--- config.mk ---
export PLATFORM = sky130hd
export DESIGN_NAME = lcis_order_dispatcher
export DESIGN_NICKNAME = d
export VERILOG_FILES = /design/src/rtl/lcis_pkg.sv /design/src/rtl/order_fifo.sv /design/src/rtl/lcis_order_dispatcher.sv
export SDC_FILE = /design/constraint.sdc
export NUM_CORES = 1
export LEC_CHECK = 0
export BUFFER_PORTS_ARGS = -buffer_cell sky130_fd_sc_hd__buf_4
export CAP_MARGIN = 25
export CORE_ASPECT_RATIO = 0.9
export CORE_MARGIN = 4
export CORE_UTILIZATION = 55
export DETAILED_ROUTE_END_ITERATION = 10
export MAX_ROUTING_LAYER = met4
export PLACE_DENSITY = 0.76
export SYNTH_ARGS = -nofsm -noshare
export SYNTH_HDL_FRONTEND = slang
export SYNTH_SLANG_ARGS = --single-unit
--- constraint.sdc ---
create_clock -name clk -period 5.05 [get_ports clk]
set_clock_uncertainty 0.15 [all_clocks]
set_input_delay 0.7575 -clock clk [delete_from_list [all_inputs] [get_ports clk]]
set_output_delay 0.7575 -clock clk [all_outputs]
set_load 0.03 [all_outputs]
--- src/rtl/lcis_pkg.sv ---
// Shared types for the LCIS order dispatcher: the order record and the FSM state.
package lcis_pkg;

    // Default address width of an order record.
    localparam int LCIS_ADDR_W = 16;

    // One compute order as the host presents it.
    typedef struct packed {
        logic [LCIS_ADDR_W-1:0] start;
        logic [LCIS_ADDR_W-1:0] len;
        logic [LCIS_ADDR_W-1:0] back;
    } order_t;

    typedef enum logic [2:0] {
        IDLE,
        ISSUE,
        WAIT_START,
        WAIT_DONE,
        REPORT
    } disp_state_e;

endpackage

--- src/rtl/order_fifo.sv ---
// Synchronous FIFO of order records; pointers wrap modulo DEPTH (power of two).
module order_fifo
    import lcis_pkg::*;
#(
    parameter type T     = order_t,
    parameter int  DEPTH = 4
) (
    input  logic                   clk,
    input  logic                   rst_n,
    input  logic                   push,
    input  logic                   pop,
    input  T                       din,
    output T                       dout,
    output logic                   full,
    output logic                   empty,
    output logic [$clog2(DEPTH):0] count
);

    localparam int PW = $clog2(DEPTH);
    localparam int CW = PW + 1;

    T              r_mem [DEPTH];
    logic [PW-1:0] r_wr_ptr;
    logic [PW-1:0] r_rd_ptr;
    logic [CW-1:0] r_count;
    logic          w_do_push;
    logic          w_do_pop;

    // A full FIFO drops pushes; a pop on an empty FIFO is ignored.
    assign w_do_push = push && !full;
    assign w_do_pop  = pop && !empty;

    assign full  = (r_count == CW'(DEPTH));
    assign empty = (r_count == '0);
    assign count = r_count;
    assign dout  = r_mem[r_rd_ptr];

    // Pointer and occupancy bookkeeping; simultaneous push and pop leave the count unchanged.
    always_ff @(posedge clk or negedge rst_n) begin
        if (!rst_n) begin
            r_wr_ptr <= '0;
            r_rd_ptr <= '0;
            r_count  <= '0;
        end else begin
            if (w_do_push) begin
                r_wr_ptr <= r_wr_ptr + 1'b1;
            end
            if (w_do_pop) begin
                r_rd_ptr <= r_rd_ptr + 1'b1;
            end
            case ({w_do_push, w_do_pop})
                2'b10:   r_count <= r_count + 1'b1;
                2'b01:   r_count <= r_count - 1'b1;
                default: r_count <= r_count;
            endcase
        end
    end

    // Entry storage carries no reset; occupancy alone decides what is valid.
    always_ff @(posedge clk) begin
        if (w_do_push) begin
            r_mem[r_wr_ptr] <= din;
        end
    end

endmodule

--- src/rtl/lcis_order_dispatcher.sv ---
// Queues host orders and issues them one at a time to the LCIS engine, reporting completion.
module lcis_order_dispatcher
    import lcis_pkg::*;
#(
    parameter int ADDR_WIDTH    = 16,
    parameter int DEPTH         = 4,
    parameter int START_TIMEOUT = 8
) (
    input  logic                   clk,
    input  logic                   rst_n,
    input  logic                   req_valid,
    output logic                   req_ready,
    input  logic [ADDR_WIDTH-1:0]  req_start,
    input  logic [ADDR_WIDTH-1:0]  req_len,
    input  logic [ADDR_WIDTH-1:0]  req_back,
    output logic                   order_valid,
    output logic [ADDR_WIDTH-1:0]  order_start,
    output logic [ADDR_WIDTH-1:0]  order_len,
    output logic [ADDR_WIDTH-1:0]  order_back,
    input  logic                   order_busy,
    output logic                   done,
    output logic [ADDR_WIDTH-1:0]  done_back,
    output logic                   done_err,
    output logic [$clog2(DEPTH):0] pending,
    output logic                   idle
);

    // The timer counts WAIT_START cycles 0..START_TIMEOUT-1.
    localparam int TW = (START_TIMEOUT > 1) ? $clog2(START_TIMEOUT) : 1;

    typedef struct packed {
        logic [ADDR_WIDTH-1:0] start;
        logic [ADDR_WIDTH-1:0] len;
        logic [ADDR_WIDTH-1:0] back;
    } entry_t;

    entry_t                w_req;
    entry_t                w_head;
    logic                  w_push;
    logic                  w_pop;
    logic                  w_full;
    logic                  w_empty;
    logic [$clog2(DEPTH):0] w_count;

    disp_state_e           r_state;
    disp_state_e           w_state_nxt;
    logic [TW-1:0]         r_timer;
    logic [TW-1:0]         w_timer_nxt;
    logic                  w_load;
    logic                  w_done_nxt;
    logic                  w_done_err_nxt;
    logic [ADDR_WIDTH-1:0] w_done_back_nxt;

    logic                  r_order_valid;
    logic [ADDR_WIDTH-1:0] r_order_start;
    logic [ADDR_WIDTH-1:0] r_order_len;
    logic [ADDR_WIDTH-1:0] r_order_back;
    logic                  r_done;
    logic                  r_done_err;
    logic [ADDR_WIDTH-1:0] r_done_back;

    assign w_req  = '{start: req_start, len: req_len, back: req_back};
    assign w_push = req_valid && req_ready;

    order_fifo #(
        .T     (entry_t),
        .DEPTH (DEPTH)
    ) u_fifo (
        .clk   (clk),
        .rst_n (rst_n),
        .push  (w_push),
        .pop   (w_pop),
        .din   (w_req),
        .dout  (w_head),
        .full  (w_full),
        .empty (w_empty),
        .count (w_count)
    );

    // Next-state, FIFO pop and next values of the registered outputs.
    always_comb begin
        w_state_nxt     = r_state;
        w_timer_nxt     = r_timer;
        w_pop           = 1'b0;
        w_load          = 1'b0;
        w_done_nxt      = 1'b0;
        w_done_err_nxt  = 1'b0;
        w_done_back_nxt = r_done_back;
        case (r_state)
            IDLE: begin
                if (!w_empty) begin
                    w_pop = 1'b1;
                    if (w_head.len == '0) begin
                        // Empty orders are never sent to the engine; report them as skipped.
                        w_state_nxt     = REPORT;
                        w_done_nxt      = 1'b1;
                        w_done_err_nxt  = 1'b1;
                        w_done_back_nxt = w_head.back;
                    end else begin
                        w_load      = 1'b1;
                        w_state_nxt = ISSUE;
                    end
                end
            end
            ISSUE: begin
                w_timer_nxt = '0;
                w_state_nxt = WAIT_START;
            end
            WAIT_START: begin
                if (order_busy) begin
                    w_state_nxt = WAIT_DONE;
                end else if (r_timer == TW'(START_TIMEOUT - 1)) begin
                    w_state_nxt     = REPORT;
                    w_done_nxt      = 1'b1;
                    w_done_err_nxt  = 1'b1;
                    w_done_back_nxt = r_order_back;
                end else begin
                    w_timer_nxt = r_timer + 1'b1;
                end
            end
            WAIT_DONE: begin
                // The engine may run arbitrarily long; only busy falling ends the order.
                if (!order_busy) begin
                    w_state_nxt     = REPORT;
                    w_done_nxt      = 1'b1;
                    w_done_back_nxt = r_order_back;
                end
            end
            REPORT: begin
                w_state_nxt = IDLE;
            end
            default: begin
                w_state_nxt = IDLE;
            end
        endcase
    end

    // State, timer and registered engine/host outputs.
    always_ff @(posedge clk or negedge rst_n) begin
        if (!rst_n) begin
            r_state       <= IDLE;
            r_timer       <= '0;
            r_order_valid <= 1'b0;
            r_order_start <= '0;
            r_order_len   <= '0;
            r_order_back  <= '0;
            r_done        <= 1'b0;
            r_done_err    <= 1'b0;
            r_done_back   <= '0;
        end else begin
            r_state       <= w_state_nxt;
            r_timer       <= w_timer_nxt;
            r_order_valid <= (w_state_nxt == ISSUE);
            r_done        <= w_done_nxt;
            r_done_err    <= w_done_err_nxt;
            r_done_back   <= w_done_back_nxt;
            if (w_load) begin
                r_order_start <= w_head.start;
                r_order_len   <= w_head.len;
                r_order_back  <= w_head.back;
            end
        end
    end

    assign req_ready   = !w_full;
    assign pending     = w_count;
    assign idle        = w_empty && (r_state == IDLE);
    assign order_valid = r_order_valid;
    assign order_start = r_order_start;
    assign order_len   = r_order_len;
    assign order_back  = r_order_back;
    assign done        = r_done;
    assign done_err    = r_done_err;
    assign done_back   = r_done_back;

endmodule

Word-level counts from Yosys, hierarchy flattened. Memory sizes are Yosys's and may differ from the RTL's. Index checks and enable logic that the tools add are counted. W data, S select, Z words.

$add $sub $neg: 5. Equal/unequal tests: 14. Multiplexer cells: 30. Reductions and logical operators: 14.

Operators by type and width (number): $mux W16 (5); $pmux W16 S3 (1); $mux W3 (7); $logic_not A16 Y1 (1); $mux W1 (12); $ne A2 B2 Y1 const B (6); $pmux W3 S2 (2); $pmux W3 S4 (1); $add A3 B1 Y3 const B (2); $eq A3 B1 Y1 const B (2); $eq A3 B2 Y1 const B (2); $eq A3 B3 Y1 const B (2); $logic_not A3 Y1 (2); $reduce_and A6 Y1 (1); $add A2 B1 Y2 const B (2); $logic_and A1 B1 Y1 (4); $reduce_bool A2 Y1 (2); $pmux W1 S3 (1); $reduce_and A3 Y1 (1); $reduce_bool A3 Y1 (1); $sub A3 B1 Y3 const B (1); $eq A2 B1 Y1 const B (1); $eq A2 B2 Y1 const B (1); $logic_not A1 Y1 (2); $pmux W1 S2 (1).

Flip-flop bits (word level): 80. Memory bits (writable): 192. Word-level logic and storage cells: 76. Memories kept: 1.

Memory list: u_fifo.r_mem (words 4, width 48, rd ports 1, clocked after Yosys merged registers in 0, write ports 1, RTL line order_fifo.sv:22) `T r_mem [DEPTH];`.

Longest topological paths before layout.
Depth in word-level cells: 6. Gate-level depth with buffers: 10. Mapped depth without buffers: 10.

Cells and area by module. A second synthesis with hierarchy kept.

Cells, all modules: 484. Area total of the unflattened synthesis: 10675.2 sq um.

By module, submodules not included: order_fifo (instances 1, cells each 289, area each 7330.8 sq um, sequential area each 5940.7 sq um); lcis_order_dispatcher (instances 1, cells each 195, area each 3344.5 sq um, sequential area each 1826.8 sq um).

Worst setup path after synthesis. OpenSTA, ideal clock, no wires.

Kind: reg-to-reg. Start: reg u_fifo.r_count[0], in the netlist u_fifo.count[0]. End: mem u_fifo.r_mem[0][0] in the netlist's numbering (enable). Library setup time: 0.411 ns. Arrival time: 2.279 ns. Path slack: 2.210 ns. Cell stages (with the launch flop): 4. Path buffers: 0. Path through: dfrtp_1 -> inv_1 -> nand3_1 -> and3_1.

Cells in the longest elaborated chain, start to end: 6.

Ends and longest elaborated chain: start: declaration (RTL line order_fifo.sv:25) `logic [CW-1:0] r_count;`; start signal: assignment (RTL line order_fifo.sv:52) `2'b10: r_count <= r_count + 1'b1;`; start signal: assignment (RTL line order_fifo.sv:53) `2'b01: r_count <= r_count - 1'b1;`; start signal: assignment (RTL line order_fifo.sv:54) `default: r_count <= r_count;`; $eq A3 B3 Y1 (*) (RTL line order_fifo.sv:33) `assign full = (r_count == CW'(DEPTH));`; $logic_not A1 Y1 (*) (RTL line lcis_order_dispatcher.sv:165) `assign req_ready = !w_full;`; via req_ready (RTL line lcis_order_dispatcher.sv:12) `output logic req_ready,`; $logic_and A1 B1 Y1 (RTL line lcis_order_dispatcher.sv:63) `assign w_push = req_valid && req_ready;`; $logic_and A1 B1 Y1 (*) (RTL line order_fifo.sv:30) `assign w_do_push = push && !full;`; $mux W1 (*) (RTL line order_fifo.sv:61) `if (w_do_push) begin`; $mux W1 (not written as such) (*) (RTL line order_fifo.sv:62) `r_mem[r_wr_ptr] <= din;`; end: declaration (RTL line order_fifo.sv:22).

The timed path passes the listed nets; every way through them passes the cells marked *.

Worst setup path in the final report.
Start: reg u_fifo.r_rd_ptr[0]. End: reg r_order_back[7], in the netlist order_back[7].

Cells in the longest elaborated chain, start to end: 5.

Ends and longest elaborated chain: start: declaration (RTL line order_fifo.sv:24) `logic [PW-1:0] r_rd_ptr;`; start signal: assignment (RTL line order_fifo.sv:49) `r_rd_ptr <= r_rd_ptr + 1'b1;`; $mem_v2 Z4 W48 (*); $logic_not A16 Y1 (RTL line lcis_order_dispatcher.sv:93) `if (w_head.len == '0) begin`; $mux W1 (RTL line lcis_order_dispatcher.sv:93); $mux W1 (RTL line lcis_order_dispatcher.sv:91) `if (!w_empty) begin`; $mux W1 (RTL line lcis_order_dispatcher.sv:89) `case (r_state)`; end signal: assignment (RTL line lcis_order_dispatcher.sv:160) `r_order_back <= w_head.back;`; end: declaration (RTL line lcis_order_dispatcher.sv:57) `logic [ADDR_WIDTH-1:0] r_order_back;`.

Every way passes the cells marked *; elsewhere a longest branch is shown, timed or not. A chain may end at the register's enable or synchronous reset.

==> impl_metrics.sql <==
INSERT INTO impl_metrics (metric_group, metric, value, unit) VALUES
('outcome', 'outcome', 'completed', ''),
('synth', 'yosys_warnings', '0', ''),
('sta', 'min_period_over_period', '0.817', ''),
('place', 'port_buffers', '123', ''),
('place', 'gp_congestion', '0.743', ''),
('critical_path', 'timing.reg2reg.worst_path_depth', '6', ''),
('global_route', 'antenna_violations_before_repair', '0', ''),
('die', 'core_region_area', '18500', 'um^2'),
('final_layout', 'final_util', '0.681', ''),
('final_layout', 'final_cell_mix', 'edfxtp_1, buf_4, mux2_2', ''),
('routing', 'first_iter_violations', '268', ''),
('flow_run', 'cap_viol_max_count', '0', ''),
('sta', 'report.final.hold_viol_count', '0', ''),
('critical_path', 'cp-start-kind', 'flop', ''),
('synth', 'fraction_of_registers_with_async_set_reset', '0.294', ''),
('die', 'die_h', '138', 'um'),
('clock_network', 'worst_setup_hold_path_clk_slew', '0.06', 'ns'),
('power_and_ir_drop', 'leakage', '0.00474', 'uW'),
('sta', 'rsz0062_at_grt', 'false', ''),
('sta', 'worstMarginPinSlew', '1.05', 'ns'),
('synth', 'synth_nets', '540', ''),
('power_and_ir_drop', 'power.internal', '5890', 'uW'),
('routing', 'detail_route.vias_per_cell', '5.65', ''),
('clock_network', 'clk_latency', '0.53', 'ns'),
('synth', 'synth_top_area_share', '0.557', ''),
('routing', 'detailroute.via_count', '5020', ''),
('place', 'dp_hpwl', '12100', 'um'),
('final_layout', 'final_common_cell', 'edfxtp_1', ''),
('final_layout', 'post-route-cell-area', '12600', 'um^2'),
('critical_path', 'critPathKind', 'flop to flop', ''),
('clock_network', 'clkSinkCount', '272', ''),
('global_route', 'grt_pass1_wl', '31300', 'um'),
('clock_network', 'cts-resized-gates', '0', ''),
('synth', 'ys_ff_latch', '272', ''),
('clock_network', 'cts_tree', 'done', ''),
('power_and_ir_drop', 'switchingPower', '2800', 'uW'),
('critical_path', 'critical_path.max_fanout', '34', ''),
('sta', 'timing_max_transition_violations_final', '0', ''),
('clock_network', 'post-cts-setup-buffers', '0', ''),
('sta', 'layout_min_cycle_time', '4.13', 'ns'),
('clock_network', 'cts-hold-fix-buffers', '0', ''),
('routing', 'drt_pass1_iterations', '4', ''),
('routing', 'routed_wirelength', '19800', 'um'),
('power_and_ir_drop', 'clock_power_share', '0.255', ''),
('die', 'die_width', '153', 'um'),
('power_and_ir_drop', 'netSwitchingFraction', '0.322', ''),
('power_and_ir_drop', 'total_power', '8690', 'uW'),
('power_and_ir_drop', 'share_of_total_power_in_combinational_logic', '0.345', ''),
('sta', 'setup_total_negative_slack', '0', 'ns'),
('synth', 'synth.yosys.seq_area_share', '0.750', ''),
('global_route', 'largest_net_degree_at_the_start_of_global_routing', '55', ''),
('global_route', 'globalRoute.totalOverflow', '0', ''),
('clock_network', 'cts-buffers-inserted', '27', ''),
('critical_path', 'crit-reg2reg-capture', 'order_back[7]$_DFFE_PN0P_', ''),
('routing', 'wl_per_cell', '22.3', 'um'),
('die', 'num_io_pins', '124', ''),
('synth', 'synthesis.instances', '480', ''),
('final_layout', 'antenna_cells_inserted', '0', ''),
('power_and_ir_drop', 'maximum_vdd_drop', '0.394', 'mV'),
('synth', 'synth_area_leaders', 'edfxtp_1, dfrtp_1, mux2_2', ''),
('routing', 'drcViolationCount', '0', ''),
('die', 'row_count', '47', ''),
('final_layout', 'nets', '683', ''),
('critical_path', 'crit_required', '5.30', 'ns'),
('clock_network', 'clock_tree.root_cell', 'clkbuf_16', ''),
('critical_path', 'reg2reg_from', 'u_fifo.r_rd_ptr[0]$_DFFE_PN0P_', ''),
('sta', 'report.final.setup_viol', '0', ''),
('sta', 'relSlewSlack', '0.297', ''),
('sta', 'max_freq', '242', 'MHz'),
('synth', 'edff_count_synth', '192', ''),
('final_layout', 'finish.cell_count_without_fillers', '889', '');
per-stage QoR:
stage	setup slack, ns	hold slack [ns]
floorplan	2.21	0.287
global placement	1.06	0.309
detailed placement	0.906	0.331
CTS	0.872	0.168
global route	0.713	0.199
finish	0.922	0.152
per-layer routing:
layer / GRT usage / part of all wire
met1: 0.252 / 0.41
met2: 0.326 / 0.51
met5: - / 0
met4: 0.0520 / 0.024
met3: 0.0350 / 0.054
flip-flops by register name (all words and copies together), names as in the netlist:
name,cells
order_start,16
order_back,16
order_len,16
done_back,16
u_fifo.count,3
u_fifo.r_mem,192
done_err,1
done,1
u_fifo.r_wr_ptr,2
order_valid,1
r_state,3
u_fifo.r_rd_ptr,2
r_timer,3
layout make-up:
type,instances,area [um^2]
clock buffer,36,759
inverter,9,33.8
clock inverter,14,251
multi-input combinational,180,2440
fill,1206,5900
tap,245,307
sequential,272,7770
timing repair buffer,133,1000
power by group through the flow:
stage / registers [uW] / clock network (uW) / logic [uW]
after floorplan: 3890 / 0 / 1640
after global placement: 3490 / 0 / 2930
after CTS: 3490 / 2250 / 3040
after detailed placement: 3530 / 0 / 3010
after global routing: 3560 / 2360 / 3200
final: 3480 / 2210 / 3000
kinds of logic (layout without fill, tap and decap cells):
logic type | after synthesis | count (layout) | share of synthesized area
flops | 272 | 272 | 0.750
mux | 130 | 130 | 0.197
buf+inv | 28 | 192 | 0.0147
simple gates | 26 | 26 | 0.0140
compound gates | 10 | 10 | 0.00834
fa+ha+maj | 8 | 8 | 0.0104
xor+xnor | 6 | 6 | 0.00508
Yosys cell counts (all sizes together), types with 4 or more instances:
| library cell | n |
|---|---|
| clkbuf | 5 |
| xnor2 | 4 |
| buf | 14 |
| o21ai | 4 |
| nand2 | 5 |
| mux2 | 81 |
| nor4 | 5 |
| inv | 9 |
| and3 | 4 |
| dfrtp | 80 |
| mux4 | 48 |
| ha | 7 |
| edfxtp | 192 |
worst max path at each step:
stage                                        start                           end  slack [ns]  depth (start not counted)
global placement    u_fifo.r_rd_ptr[0]$_DFFE_PN0P_     order_back[5]$_DFFE_PN0P_        1.06                          6
finish              u_fifo.r_rd_ptr[0]$_DFFE_PN0P_     order_back[7]$_DFFE_PN0P_        0.92                          6
floorplan              u_fifo.count[0]$_DFFE_PN0P_  u_fifo.r_mem[0][0]$_DFFE_PP_        2.21                          3
detailed placement  u_fifo.r_rd_ptr[0]$_DFFE_PN0P_     order_back[0]$_DFFE_PN0P_        0.91                          6
global route        u_fifo.r_rd_ptr[0]$_DFFE_PN0P_     order_back[7]$_DFFE_PN0P_        0.71                          6
CTS                 u_fifo.r_rd_ptr[0]$_DFFE_PN0P_     order_back[7]$_DFFE_PN0P_        0.87                          6
critical path, cell delays in order, from the launching register on:
cell and delay (ns):
dfrtp_4 0.87, mux4_1 0.66, nor4_1 0.55, nand4_1 0.35, nand2_2 0.65, buf_4 0.35
mux2_2 0.37
Note: power is estimated with default switching activity, not from simulation.
